<file path="src/rtl/rvc_asap_pkg.sv">
// rtl/rvc_asap_pkg.sv - shared types and constants for the rvc_asap core
package rvc_asap_pkg;

  typedef enum logic [1:0] {
    FETCH_BOOT  = 2'd0,
    FETCH_RUN   = 2'd1,
    FETCH_FAULT = 2'd2
  } t_fetch_state;

  // addi x0,x0,0
  localparam logic [31:0] NOP = 32'h0000_0013;

  function automatic logic word_misaligned(input logic [31:0] addr);
    return addr[1:0] != 2'b00;
  endfunction

endpackage

</file>
<file path="src/rtl/rvc_next_pc_5pl.sv">
// rtl/rvc_next_pc_5pl.sv - next fetch address priority mux with wrap and alignment check
module rvc_next_pc_5pl
  import rvc_asap_pkg::*;
(
  input  t_fetch_state state,
  input  logic [31:0]  pc,
  input  logic         stall,
  input  logic         br_taken,
  input  logic [31:0]  br_target,
  input  logic         fault_clr,
  input  logic [31:0]  resume_pc,
  output logic [31:0]  next_pc,
  output logic         br_misalign,
  output logic         resume_misalign
);

  logic [31:0] pc_plus4;

  // 32-bit add wraps FFFF_FFFC -> 0 on its own
  assign pc_plus4        = pc + 32'd4;
  assign br_misalign     = word_misaligned(br_target);
  assign resume_misalign = word_misaligned(resume_pc);

  always_comb begin
    next_pc = pc;
    case (state)
      FETCH_BOOT: begin
        if (!stall) next_pc = pc_plus4;
      end
      FETCH_RUN: begin
        if (br_taken) begin
          // a bad target is never fetched; the address freezes for the fault
          if (!br_misalign) next_pc = br_target;
        end else if (!stall) begin
          next_pc = pc_plus4;
        end
      end
      FETCH_FAULT: begin
        if (fault_clr && !resume_misalign) next_pc = resume_pc;
      end
      default: next_pc = pc;
    endcase
  end

endmodule

</file>
<file path="src/rtl/rvc_fetch_5pl.sv">
// rtl/rvc_fetch_5pl.sv - 5-stage rvc_asap instruction fetch; RVC_FETCH_PERF_EN adds perf counters
module rvc_fetch_5pl
  import rvc_asap_pkg::*;
#(
  parameter logic [31:0] RESET_PC  = 32'h0000_0000,
  parameter logic [31:0] NOP_INSTR = NOP
) (
  input  logic        Clock,
  input  logic        Rst,
  input  logic        StallQ101H,
  input  logic        BranchTakenQ102H,
  input  logic [31:0] BranchTargetQ102H,
  input  logic        FaultClr,
  input  logic [31:0] FaultResumePc,
  output logic [31:0] PcQ100H,
  input  logic [31:0] InstructionQ101H,
  output logic [31:0] PcQ101H,
  output logic [31:0] PcPlus4Q101H,
  output logic [31:0] InstrOutQ101H,
  output logic        InstrValidQ101H,
  output logic        MisalignFaultQ101H
`ifdef RVC_FETCH_PERF_EN
  ,
  output logic [31:0] PerfFetchCnt,
  output logic [31:0] PerfStallCnt,
  output logic [31:0] PerfFlushCnt
`endif
);

  t_fetch_state state_q, state_d;
  logic [31:0]  pc100_q, pc100_d;
  logic [31:0]  pc101_q;
  logic         valid_q, valid_d;
  logic         fault_q, fault_d;
  logic         load101;
  logic         br_misalign, resume_misalign;

  rvc_next_pc_5pl u_next_pc (
    .state           (state_q),
    .pc              (pc100_q),
    .stall           (StallQ101H),
    .br_taken        (BranchTakenQ102H),
    .br_target       (BranchTargetQ102H),
    .fault_clr       (FaultClr),
    .resume_pc       (FaultResumePc),
    .next_pc         (pc100_d),
    .br_misalign     (br_misalign),
    .resume_misalign (resume_misalign)
  );

  always_comb begin
    state_d = state_q;
    valid_d = valid_q;
    fault_d = fault_q;
    load101 = 1'b0;
    case (state_q)
      FETCH_BOOT: begin
        // the word at pc100 arrives next cycle, so Q101H is valid from then on
        state_d = FETCH_RUN;
        load101 = 1'b1;
        valid_d = 1'b1;
      end
      FETCH_RUN: begin
        if (BranchTakenQ102H) begin
          load101 = 1'b1;
          valid_d = 1'b0;
          if (br_misalign) begin
            state_d = FETCH_FAULT;
            fault_d = 1'b1;
          end
        end else if (!StallQ101H) begin
          load101 = 1'b1;
          valid_d = 1'b1;
        end
      end
      FETCH_FAULT: begin
        valid_d = 1'b0;
        if (FaultClr && !resume_misalign) begin
          state_d = FETCH_BOOT;
          fault_d = 1'b0;
        end
      end
      default: begin
        state_d = FETCH_BOOT;
        valid_d = 1'b0;
      end
    endcase
  end

  always_ff @(posedge Clock or negedge Rst) begin
    if (!Rst) begin
      state_q <= FETCH_BOOT;
      pc100_q <= RESET_PC;
      pc101_q <= RESET_PC;
      valid_q <= 1'b0;
      fault_q <= 1'b0;
    end else begin
      state_q <= state_d;
      pc100_q <= pc100_d;
      valid_q <= valid_d;
      fault_q <= fault_d;
      if (load101) pc101_q <= pc100_q;
    end
  end

  assign PcQ100H            = pc100_q;
  assign PcQ101H            = pc101_q;
  assign PcPlus4Q101H       = pc101_q + 32'd4;
  // the redirect cycle's own instruction is squashed before the valid register updates
  assign InstrValidQ101H    = valid_q & ~BranchTakenQ102H;
  assign InstrOutQ101H      = InstrValidQ101H ? InstructionQ101H : NOP_INSTR;
  assign MisalignFaultQ101H = fault_q;

`ifdef RVC_FETCH_PERF_EN
  logic fetch_ev, stall_ev, flush_ev;

  assign fetch_ev = InstrValidQ101H & ~StallQ101H;
  assign stall_ev = StallQ101H & (state_q == FETCH_RUN);
  assign flush_ev = BranchTakenQ102H & ~br_misalign & (state_q == FETCH_RUN);

  always_ff @(posedge Clock or negedge Rst) begin
    if (!Rst) begin
      PerfFetchCnt <= 32'd0;
      PerfStallCnt <= 32'd0;
      PerfFlushCnt <= 32'd0;
    end else begin
      if (fetch_ev && (PerfFetchCnt != 32'hFFFF_FFFF)) PerfFetchCnt <= PerfFetchCnt + 32'd1;
      if (stall_ev && (PerfStallCnt != 32'hFFFF_FFFF)) PerfStallCnt <= PerfStallCnt + 32'd1;
      if (flush_ev && (PerfFlushCnt != 32'hFFFF_FFFF)) PerfFlushCnt <= PerfFlushCnt + 32'd1;
    end
  end
`endif

endmodule

</file>
<file path="config.mk">
export PLATFORM = sky130hd
export DESIGN_NAME = rvc_fetch_5pl
export DESIGN_NICKNAME = d
export VERILOG_FILES = /design/src/rtl/rvc_asap_pkg.sv /design/src/rtl/rvc_next_pc_5pl.sv /design/src/rtl/rvc_fetch_5pl.sv
export SDC_FILE = /design/constraint.sdc
export NUM_CORES = 1
export LEC_CHECK = 0
export CAP_MARGIN = 10
export CORE_MARGIN = 5
export CORE_UTILIZATION = 40
export CTS_BUF_LIST = sky130_fd_sc_hd__clkbuf_16
export CTS_CLUSTER_DIAMETER = 30
export DETAILED_ROUTE_END_ITERATION = 12
export DONT_BUFFER_PORTS = 1
export PLACE_DENSITY = 0.62
export SETUP_SLACK_MARGIN = 0.2
export SLEW_MARGIN = 0
export SYNTH_ARGS = -nofsm -noshare
export SYNTH_HDL_FRONTEND = slang
export SYNTH_SLANG_ARGS = --single-unit
export TNS_END_PERCENT = 100
</file>
<file path="constraint.sdc">
create_clock -name Clock -period 2.1 [get_ports Clock]
set_clock_uncertainty 0.1 [all_clocks]
set_input_delay 0.42 -clock Clock [delete_from_list [all_inputs] [get_ports Clock]]
set_output_delay 0.42 -clock Clock [all_outputs]
set_load 0.02 [all_outputs]
</file>
-- After elaboration in Yosys (flattened, before gate mapping)
Cells that the tools add are included.
- flip-flop bits (word level): 68
- bits of input ports: 101
- output and inout port bits: 130
- word-level logic and storage cells: 46
- add/subtract/negate cells: 2
- eq/ne operators: 7
- muxes and demuxes: 20
- bitwise gates (word level): 2
- reduce and logical (&&, ||, !) cells: 10
- operators with widths (kind ; count):
    32-bit 2-to-1 mux ; 5
    32-bit one-hot mux with 3 select lines ; 1
    32-bit by 3-bit adder with 32-bit output, second input constant ; 2
    1-bit 2-to-1 mux ; 7
    2-bit 2-to-1 mux ; 3
    2-bit inequality test, second input constant ; 3
    3-bit inequality test, second input constant ; 2
    1-bit one-hot mux with 2 select lines ; 3
    2-bit one-hot mux with 3 select lines ; 1
    3-bit AND reduction ; 2
    2-bit nonzero test ; 3
    4-bit AND reduction ; 1
    3-bit nonzero test ; 1
    2-bit by 1-bit equality test with 1-bit output, second input constant ; 1
    2-bit equality test, second input constant ; 1
    2-bit logical NOT ; 1
    1-bit bitwise AND ; 1
    1-bit logical AND ; 1
    1-bit logical NOT ; 1
    1-bit inverter ; 1

-- Depth between registers and ports, before layout
Gate-level depths: netlist (run 1).
- word-level depth: 5
- gate-level depth with buffers: 9

-- By module
Synthesis (run 1) repeated with hierarchy kept, for this count alone.
- cell total of the unflattened synthesis: 617
- area total of the unflattened synthesis: 5270.1 µm²
- by module, submodules not included (module ; instances ; cells each ; area each (µm²) ; seq. area each (µm²)):
    rvc_fetch_5pl ; 1 ; 244 ; 3086.7 ; 1701.6
    rvc_next_pc_5pl ; 1 ; 373 ; 2183.3 ; 0.0

-- Worst setup path after synthesis (run 1)
Ideal clock, no wire load.
- path type: register to output
- start: reg pc101_q[2] (netlist: PcQ101H[2])
- end: out PcPlus4Q101H[18]
- data arrival time: 2.069 ns
- required time: 1.580 ns
- slack: -0.489 ns
- cell stages (with the launch flop): 7
- path through: dfrtp_1 ha_1 inv_1 nor4_2 and4_1 and3_1 xor2_1
- word-level cells in the longest chain between the ends: 1
- RTL lines (what ; RTL line ; source):
    start: declaration ; rvc_fetch_5pl.sv:32 ; logic [31:0] pc101_q;
    start signal: assignment ; rvc_fetch_5pl.sv:102 ; if (load101) pc101_q <= pc100_q;
    32-bit by 3-bit adder with 32-bit output ; rvc_fetch_5pl.sv:108 ; assign PcPlus4Q101H = pc101_q + 32'd4;
    end: declaration ; rvc_fetch_5pl.sv:18 ; output logic [31:0] PcPlus4Q101H,
Every way passes these cells.

-- Final worst setup path (run 1)
Ends and elaborated chain as after synthesis.

==> impl_metrics.toml, run 1 <==
[status]
status = "finished with violations"
violations = "negative hold slack, negative setup slack"

[setup_path]
cp_top_family = "simple AND/OR/NAND/NOR gates"
worstPathMaxFanout = 4
rrSetupSlack_ns = -0.06
crit_path_start_kind = "flip-flop"
crit_buf_inv = 2
endpoint_kind = "primary output"
rr_startpoint = "state_q[1]$_DFFE_PN0P_"
cp.arrival_ns = 2.00
slowest_stage = "dfrtp_2"
required_ns = 1.58
path_class = "reg2out"
critical-path-max-stage-delay_ns = 0.40
path_depth = 7
cp_cell_sequence = "ha_4 -> inv_4 -> nor4_4 -> buf_6 -> and4_4 -> and3_4 -> xor2_4"
r2r-end = "PcQ100H[16]$_DFFE_PN0P_"
reg2regPathDepth = 9

[grt]
grt_max_degree = 69
use_met3 = 0.0591
grt_antenna_before_repair = 0
grt_overflow = 0
first_global_vias = 5163
gr-usage-all-layers = 0.270
use_met1 = 0.319
grt_pass1_wl_um = 28100
grt_util_met2 = 0.473
grt.busiest_layer = "met2"

[finish]
n_fill_cell = 746
multiInputGateArea_mm2 = 0.00376
layout_common_cells = "118 x buf_4, 43 x dfrtp_1, 40 x buf_6"
drive_gt1_frac = 0.602
layout_commonest_cell = "buf_4"
seqCellArea_mm2 = 0.00173
syn_to_final_growth_pct = 68.3
diodes = 0
nets = 760

[synth]
synth_top_family_by_area = "simple AND/OR/NAND/NOR gates"
synth_compound_area_frac = 0.203
synth.area.mux_share = 0.0717
syn_avg_cell_area_um2 = 9.09
yosys_warnings = 0
yosys.area_share.simple = 0.240
yosysUniqueCellTypes = 56
synth_xor_area_frac = 0.0539
synth_edf_count = 0
ys.flop_type = "dfrtp_1"
async_reset_ff_frac = 1.00
synth-seq-area-share = 0.374
ys_ff_latch = 68
netlist_area_mm2 = 0.00455
syn-num-nets = 608
synthAdderAreaFrac = 0.0165
syn_inst = 501

[min_path]
hp-class = "in2async"

[clock_network]
clk_pin_slew_ns = 0.06
htree_levels = 3
numCtsBuffers = 9
clock_latency_ns = 0.34
clockBufferDepth = 2
cts_tree = "yes"
cts.sinks = 68
cts-root-buf = "clkbuf_16"

[timing]
slew_viol_final = 0
finalSetupTns_ns = -7.22
grt_setup_unrepaired = "yes"
setup_viol = 28
hold_violations = 68
fin_crit_sh = 1.20
maxSlewHeadroom = 0.692
timing.fmax_ghz = 0.397
worst_slew_pin_slew_ns = 0.461
fin_ws_ns = -0.420
whs_ns = -0.333
min_period_ns = 2.52

[routing]
num_vias = 4954
firstDrtPassIters = 5
drt-vias-per-instance = 6.18
ant_nets = 0
wl_um = 19100
drc = 0
drt_iter0_drc = 341
routedWlPerCell_um = 23.8

[power]
power_density_mw_per_mm2 = 1550
power.total_mw = 11.9
ir_worst_vdd_v = 0.000890
p_leak_nw = 3.31

[die]
rows = 39
die_h_um = 117
core_area_mm2 = 0.0113
initial_core_util = 0.404
ioPinCount = 231
die_w_um = 117
die-area_mm2 = 0.0136

[placed_design]
io_buffers = 0
place_congestion = 0.957
hpwl_um = 12500

[flow_run]
drv_cap = 0
flip-flops by register name (all words and copies together), names as in the netlist:
| register | cells |
|---|---|
| state_q | 2 |
| valid_q | 1 |
| PcQ100H | 32 |
| MisalignFaultQ101H | 1 |
| PcQ101H | 32 |
cells by family after synthesis:
logic type | after synthesis
simple gates | 191
fa+ha+maj | 6
flops | 68
xor+xnor | 28
mux | 29
compound gates | 132
buf+inv | 47
Yosys cell counts, types with 3 or more instances:
| cell type | count | area share |
|---|---|---|
| o31ai_1 | 3 | 0.0049 |
| or4_1 | 3 | 0.0049 |
| and3_1 | 7 | 0.0096 |
| a32oi_1 | 3 | 0.0058 |
| nor3_1 | 10 | 0.011 |
| xnor2_1 | 17 | 0.033 |
| ha_1 | 6 | 0.016 |
| and2_1 | 33 | 0.045 |
| o211ai_1 | 5 | 0.0082 |
| nor2_1 | 11 | 0.0091 |
| a22o_1 | 26 | 0.050 |
| dfrtp_1 | 68 | 0.37 |
| nor4_1 | 3 | 0.0041 |
| o21ai_0 | 24 | 0.026 |
| a21o_1 | 3 | 0.0049 |
| o21ai_1 | 9 | 0.0099 |
| a22oi_1 | 12 | 0.020 |
| o22ai_1 | 3 | 0.0041 |
| o311ai_1 | 6 | 0.012 |
| a31oi_1 | 4 | 0.0055 |
| mux2_2 | 29 | 0.072 |
| nand3_1 | 36 | 0.040 |
| nand2_1 | 42 | 0.035 |
| xor2_1 | 11 | 0.021 |
| a21oi_1 | 19 | 0.021 |
| and4_1 | 4 | 0.0077 |
| nor4_2 | 5 | 0.014 |
| inv_1 | 12 | 0.0099 |
| clkbuf_1 | 31 | 0.026 |
| nand4_1 | 14 | 0.019 |
| nand2b_1 | 7 | 0.0096 |
| o32a_1 | 4 | 0.0088 |
metrics by stage:
stage / cell area, um2 / setup WS, ns / std cells / utilization / hold slack [ns]
floorplan: 5040 / -0.251 / 501 / - / 0.0244
CTS: 7150 / -0.417 / 782 / 0.634 / -0.334
global route: 7660 / -0.500 / 801 / 0.680 / -0.341
finish: 7660 / -0.420 / 801 / 0.680 / -0.333
detailed placement: 5890 / -0.124 / 723 / 0.522 / 0.0260
global placement: 5890 / -0.0868 / 723 / 0.522 / 0.0263
worst max path at each step:
stage / endpoint / slack, ns / start
2_1_floorplan: PcPlus4Q101H[18] / -0.25 / PcQ101H[5]$_DFFE_PN0P_
3_3_place_gp: PcQ100H[18]$_DFFE_PN0P_ / -0.09 / FaultResumePc[1]
3_5_place_dp: PcPlus4Q101H[26] / -0.12 / PcQ101H[3]$_DFFE_PN0P_
4_1_cts: PcPlus4Q101H[18] / -0.42 / PcQ101H[3]$_DFFE_PN0P_
5_1_grt: PcPlus4Q101H[16] / -0.50 / PcQ101H[2]$_DFFE_PN0P_
6_report: PcPlus4Q101H[18] / -0.42 / PcQ101H[2]$_DFFE_PN0P_
area by class of cell:
| cell class | count | area share |
|---|---|---|
| inverter | 13 | 0.00670 |
| clock inverter | 7 | 0.00800 |
| clock buffer | 9 | 0.0294 |
| multi-input combinational | 389 | 0.491 |
| tap | 143 | 0.0234 |
| timing repair buffer | 172 | 0.215 |
| sequential | 68 | 0.226 |
metal layers:
metal  vias to the layer above  share of wire
li1                       2193              -
met4                         0          0.029
met2                       311           0.51
met5                         -              0
met1                      2403           0.36
met3                        47          0.094
repair_timing:
| item | in CTS | in global routing |
|---|---|---|
| pin swaps | 92 | 57 |
| cloned | 9 | 1 |
| endpoints found under the hold margin | 68 | 68 |
| buffers inserted | 34 | 18 |
| setup endpoints to repair | 78 | 92 |
| resized for setup | 125 | 96 |
power breakdown:
group          switching [mW]  internal, mW
Sequential              0.370          1.76
Clock                   0.585         0.904
Combinational            4.47          3.78
No activity file was read; power rests on OpenSTA's default activity.
==> run 2: changes to the inputs <==
--- a/config.mk
+++ b/config.mk
@@ -5,6 +5,7 @@
 export SDC_FILE = /design/constraint.sdc
 export NUM_CORES = 1
 export LEC_CHECK = 0
+export ABC_AREA = 1
 export CAP_MARGIN = 10
 export CORE_MARGIN = 5
 export CORE_UTILIZATION = 40
==> impl_metrics.toml, run 2 <==
[status]
status = "finished with violations"
violations = "negative hold slack, negative setup slack"

[placed_design]
place_congestion = 0.933
io_buffers = 0
dp.cells = 1034
hpwl_um = 14800

[die]
core_area_mm2 = 0.0127
die_h_um = 124
die_w_um = 124
rows = 41
ioPinCount = 231
die-area_mm2 = 0.0154
initial_core_util = 0.410

[setup_path]
required_ns = 1.58
worstPathMaxFanout = 3
crit_path_start_kind = "flip-flop"
cp.arrival_ns = 2.01
rr_startpoint = "state_q[0]$_DFFE_PN0P_"
reg2regPathDepth = 8
endpoint_kind = "primary output"
path_class = "reg2out"
r2r-end = "PcQ100H[31]$_DFFE_PN0P_"
rrSetupSlack_ns = 0.29

[synth]
netlist_area_mm2 = 0.00521
ys.flop_type = "dfrtp_1"
async_reset_ff_frac = 1.00
yosysUniqueCellTypes = 37
synth-seq-area-share = 0.326
yosys.area.top_type_share = 0.326
synth_area_leaders = "dfrtp_1 33%, nand2_1 13%, inv_1 8.0%"
syn_avg_cell_area_um2 = 6.76
syn-num-nets = 878
yosysMostFrequentCell = "nand2_1"
yosys_warnings = 0
synth_top_area_cell = "dfrtp_1"
syn_inst = 771
synth_edf_count = 0
netlist_top_cells_count = "174 x nand2_1, 111 x inv_1, 103 x nor2_1"
ys_ff_latch = 68

[grt]
grt_antenna_before_repair = 0
grt_pass1_wl_um = 30700
gr-usage-all-layers = 0.258
first_global_vias = 5830
grt_overflow = 0
grt_max_degree = 69

[power]
power_density_mw_per_mm2 = 1630
power.total_mw = 13.2
p_leak_nw = 3.80
ir_worst_vdd_v = 0.00101

[clock_network]
clockBufferDepth = 2
numCtsBuffers = 9
cts_tree = "yes"
cts.sinks = 68
clk_pin_slew_ns = 0.05
cts-root-buf = "clkbuf_16"
htree_levels = 3
clock_latency_ns = 0.33

[timing]
fin_ws_ns = -0.434
whs_ns = -0.320
grt_setup_unrepaired = "yes"
min_period_ns = 2.53
finalSetupTns_ns = -6.53
maxSlewHeadroom = 0.674
slew_viol_final = 0
timing.fmax_ghz = 0.395
fin_crit_sh = 1.21
worst_slew_pin_slew_ns = 0.488
setup_viol = 41
hold_violations = 68

[finish]
nets = 1027
layout_commonest_cell = "nand2_1"
syn_to_final_growth_pct = 55.1
drive_gt1_frac = 0.377
diodes = 0
layout_common_cells = "159 x nand2_1, 99 x inv_1, 96 x buf_4"
fin_cells = 1096

[routing]
ant_nets = 0
drt-vias-per-instance = 5.34
routedWlPerCell_um = 19.3
num_vias = 5854
firstDrtPassIters = 6
drt_iter0_drc = 565
drc = 0
wl_um = 21100

[min_path]
hp-class = "in2async"

[flow_run]
drv_cap = 0
-- run 2: cell types whose count changed in the layout (fill, tap and decap cells not counted), moves of 12 or more --
cell     change
nor2_1      +62
nand3_1     +18
mux2_2      -25
o21ai_0     +28
a21oi_1     +36
inv_1       +88
buf_4       -22
xnor2_4     -12
nor2_4      +43
and2_2      -30
buf_6       +21
nand2_1    +128
-- run 2: worst max-delay path by stage --
| stage | start | end |
|---|---|---|
| 2_1_floorplan | PcQ101H[2]$_DFFE_PN0P_ | PcPlus4Q101H[18] |
| 4_1_cts | PcQ101H[3]$_DFFE_PN0P_ | PcPlus4Q101H[18] |
| 3_5_place_dp | PcQ101H[2]$_DFFE_PN0P_ | PcPlus4Q101H[18] |
| 5_1_grt | PcQ101H[2]$_DFFE_PN0P_ | PcPlus4Q101H[10] |
| 3_3_place_gp | PcQ101H[2]$_DFFE_PN0P_ | PcPlus4Q101H[18] |
| 6_report | PcQ101H[2]$_DFFE_PN0P_ | PcPlus4Q101H[26] |
-- run 2: power breakdown --
group,switching (mW),internal (mW),total (mW),leakage (nW)
combinational,5.32,3.55,8.87,2.84
sequential,0.859,1.97,2.83,0.823
clock,0.563,0.901,1.46,0.138
-- run 2: cell type report --
cell class | count | area (um2)
inverter | 113 | 437
sequential | 68 | 1720
timing repair buffer | 168 | 1660
clock inverter | 6 | 56.3
multi-input combinational | 558 | 3760
clock buffer | 9 | 225
fill | 1059 | 4640
tap | 172 | 215
timing repair inverter | 2 | 11.3
-- run 2: cell families after synthesis --
| kind of cell | after synthesis | synth area share |
|---|---|---|
| and+or+nand+nor | 389 | 0.341 |
| buffers and inverters | 145 | 0.110 |
| DFF | 68 | 0.326 |
| AOI/OAI and AO/OA | 128 | 0.147 |
| xor gates and xnor gates | 31 | 0.0521 |
| muxes | 4 | 0.00864 |
| adders and majority gates | 6 | 0.0144 |
-- run 2: worst max-delay path, stage by stage, from the launching register on --
cell	delay, ns
dfrtp_2	0.39
ha_4	0.15
nand3_4	0.07
nor3_4	0.29
buf_6	0.15
nand3_4	0.07
inv_2	0.08
nand4_1	0.15
xor2_2	0.32
-- run 2: per-stage QoR --
stage	instance area, um2	util	setup slack, ns
final	8090	0.636	-0.434
after global routing	8090	0.636	-0.526
after CTS	7590	0.596	-0.347
after detailed placement	6430	0.505	-0.0645
after global placement	6430	0.505	-0.00896
after floorplan	5380	-	-0.0805
-- run 2: timing repair --
action,4_1_cts,5_1_grt
pin swaps,28,31
endpoints found under the hold margin,68,68
cloned,5,1
setup buffers,27,14
gates resized for setup,135,93
endpoints found under the setup margin,73,101
-- run 2: metal layers --
layer / up-vias / wire length (um) / GRT usage
met2: 287 / 10600 / 0.456
met3: 45 / 1630 / 0.0463
met4: 0 / 654 / 0.0897
met1: 2762 / 8230 / 0.316
li1: 2760 / - / -
met5: - / 0 / 0
==> run 3: changes to the inputs <==
--- a/config.mk
+++ b/config.mk
@@ -13,6 +13,7 @@
 export CTS_CLUSTER_DIAMETER = 30
 export DETAILED_ROUTE_END_ITERATION = 12
 export DONT_BUFFER_PORTS = 1
+export GPL_TIMING_DRIVEN = 0
 export PLACE_DENSITY = 0.62
 export SETUP_SLACK_MARGIN = 0.2
 export SLEW_MARGIN = 0
==> impl_metrics.toml, run 3 (synthesis results as in run 2) <==
[routing]
drt_iter0_drc = 396
drt-vias-per-instance = 5.62
num_vias = 5603
ant_nets = 0
firstDrtPassIters = 5
routedWlPerCell_um = 20.7
wl_um = 20600
drc = 0

[die]
die-area_mm2 = 0.0154
ioPinCount = 231
rows = 41
die_w_um = 124
core_area_mm2 = 0.0127
initial_core_util = 0.410
die_h_um = 124

[setup_path]
slowest_stage = "dfrtp_2"
crit_buf_inv = 1
endpoint_kind = "primary output"
reg2regPathDepth = 8
cp_cell_sequence = "ha_4 -> nand3_4 -> nor3_4 -> nand3b_4 -> nor2_4 -> buf_6 -> xor2_4"
r2r-end = "PcQ100H[12]$_DFFE_PN0P_"
worstPathMaxFanout = 4
cp.arrival_ns = 2.06
rrSetupSlack_ns = 0.26
required_ns = 1.58
rr_startpoint = "PcQ100H[2]$_DFFE_PN0P_"
cp_top_family = "simple AND/OR/NAND/NOR gates"
crit_path_start_kind = "flip-flop"
critical-path-max-stage-delay_ns = 0.49
path_class = "reg2out"
crit_end = "PcPlus4Q101H[18]"
worstSetupStartpoint = "PcQ101H[3]$_DFFE_PN0P_"
path_depth = 7

[clock_network]
htree_levels = 3
clock_latency_ns = 0.33
cts-root-buf = "clkbuf_16"
numCtsBuffers = 9
clockBufferDepth = 2
cts_tree = "yes"
clk_pin_slew_ns = 0.05
cts.sinks = 68

[finish]
layout_common_cells = "150 x nand2_1, 99 x inv_1, 58 x nor2_1"
fin_cells = 997
syn_to_final_growth_pct = 40.9
postLayoutCellArea_mm2 = 0.00734
layout_commonest_cell = "nand2_1"
drive_gt1_frac = 0.367
nets = 927
diodes = 0

[timing]
slew_viol_final = 0
maxSlewHeadroom = 0.643
min_period_ns = 2.58
hold_violations = 68
grt_setup_unrepaired = "yes"
timing.fmax_ghz = 0.388
whs_ns = -0.320
setup_viol = 26
fin_ws_ns = -0.478
fin_crit_sh = 1.23
worst_slew_pin_slew_ns = 0.536

[power]
power.total_mw = 11.9
power_density_mw_per_mm2 = 1620
ir_worst_vdd_v = 0.00110
p_leak_nw = 3.23

[placed_design]
dp.cells = 943
place_ws_ns = -0.291
place_congestion = 0.906
hpwl_um = 15000
io_buffers = 0
dpl_cell_area_mm2 = 0.00559

[grt]
first_global_vias = 5433
grt_overflow = 0
grt_pass1_wl_um = 29900
grt_max_degree = 69
grt_antenna_before_repair = 0
gr-usage-all-layers = 0.255

[status]
violations = "negative hold slack, negative setup slack"
status = "finished with violations"

[flow_run]
drv_cap = 0

[min_path]
hp-class = "in2async"
[run 3: cell count changes in the layout (fill, tap and decap cells not counted), sizes merged]
cell      before  now
buf          166   51
bufbuf         1    0
bufinv         1    0
clkbuf        10   28
clkinv         4    5
clkinvlp       4    1
inv          112  114
[run 3: routing by layer]
layer,part of all wire,vias to the layer above,global-route usage
met2,0.51,300,0.458
met1,0.37,2686,0.301
met3,0.089,42,0.0672
met5,0,-,0
li1,-,2575,-
met4,0.024,0,0.0664
[run 3: final cells by class]
type | count | area (um2)
well taps | 172 | 215
clock inverters | 7 | 27.5
inverters | 113 | 433
flip-flops and latches | 68 | 1760
plain buffers | 32 | 282
multi-input cells | 558 | 4030
repair buffers | 38 | 372
fillers | 1161 | 5380
clock buffers | 9 | 225
[run 3: power by group]
group	internal [mW]	switching [mW]	leakage, nW
Sequential	2.01	2.07	0.790
Clock	0.771	0.546	0.132
Combinational	2.44	4.06	2.31
Total	5.23	6.68	3.23
[run 3: stage by stage]
stage               TNS (ns)   util
finish                 -7.65  0.577
global placement       -1.88  0.440
floorplan             -0.318      -
CTS                    -7.10  0.538
detailed placement     -2.33  0.440
global route          -10.27  0.577
[run 3: repair_timing]
item                                   in CTS  in global routing
setup endpoints to repair                 104                120
endpoints found under the hold margin      68                 68
gates resized for setup                   193                114
setup buffers                              22                 14
gates cloned                                2                  0
pin swaps                                  31                 34
[run 3: worst min-delay path by stage]
| stage | slack, ns | depth (start not counted) | startpoint | end |
|---|---|---|---|---|
| 3_5_place_dp | 0.03 | 0 | Rst | MisalignFaultQ101H$_DFFE_PN0P_ |
| 4_1_cts | -0.33 | 0 | Rst | PcQ100H[10]$_DFFE_PN0P_ |
| 2_1_floorplan | 0.02 | 0 | Rst | MisalignFaultQ101H$_DFFE_PN0P_ |
| 3_3_place_gp | 0.03 | 0 | Rst | MisalignFaultQ101H$_DFFE_PN0P_ |
| 5_1_grt | -0.34 | 0 | Rst | state_q[0]$_DFFE_PN0P_ |
| 6_report | -0.32 | 0 | Rst | MisalignFaultQ101H$_DFFE_PN0P_ |
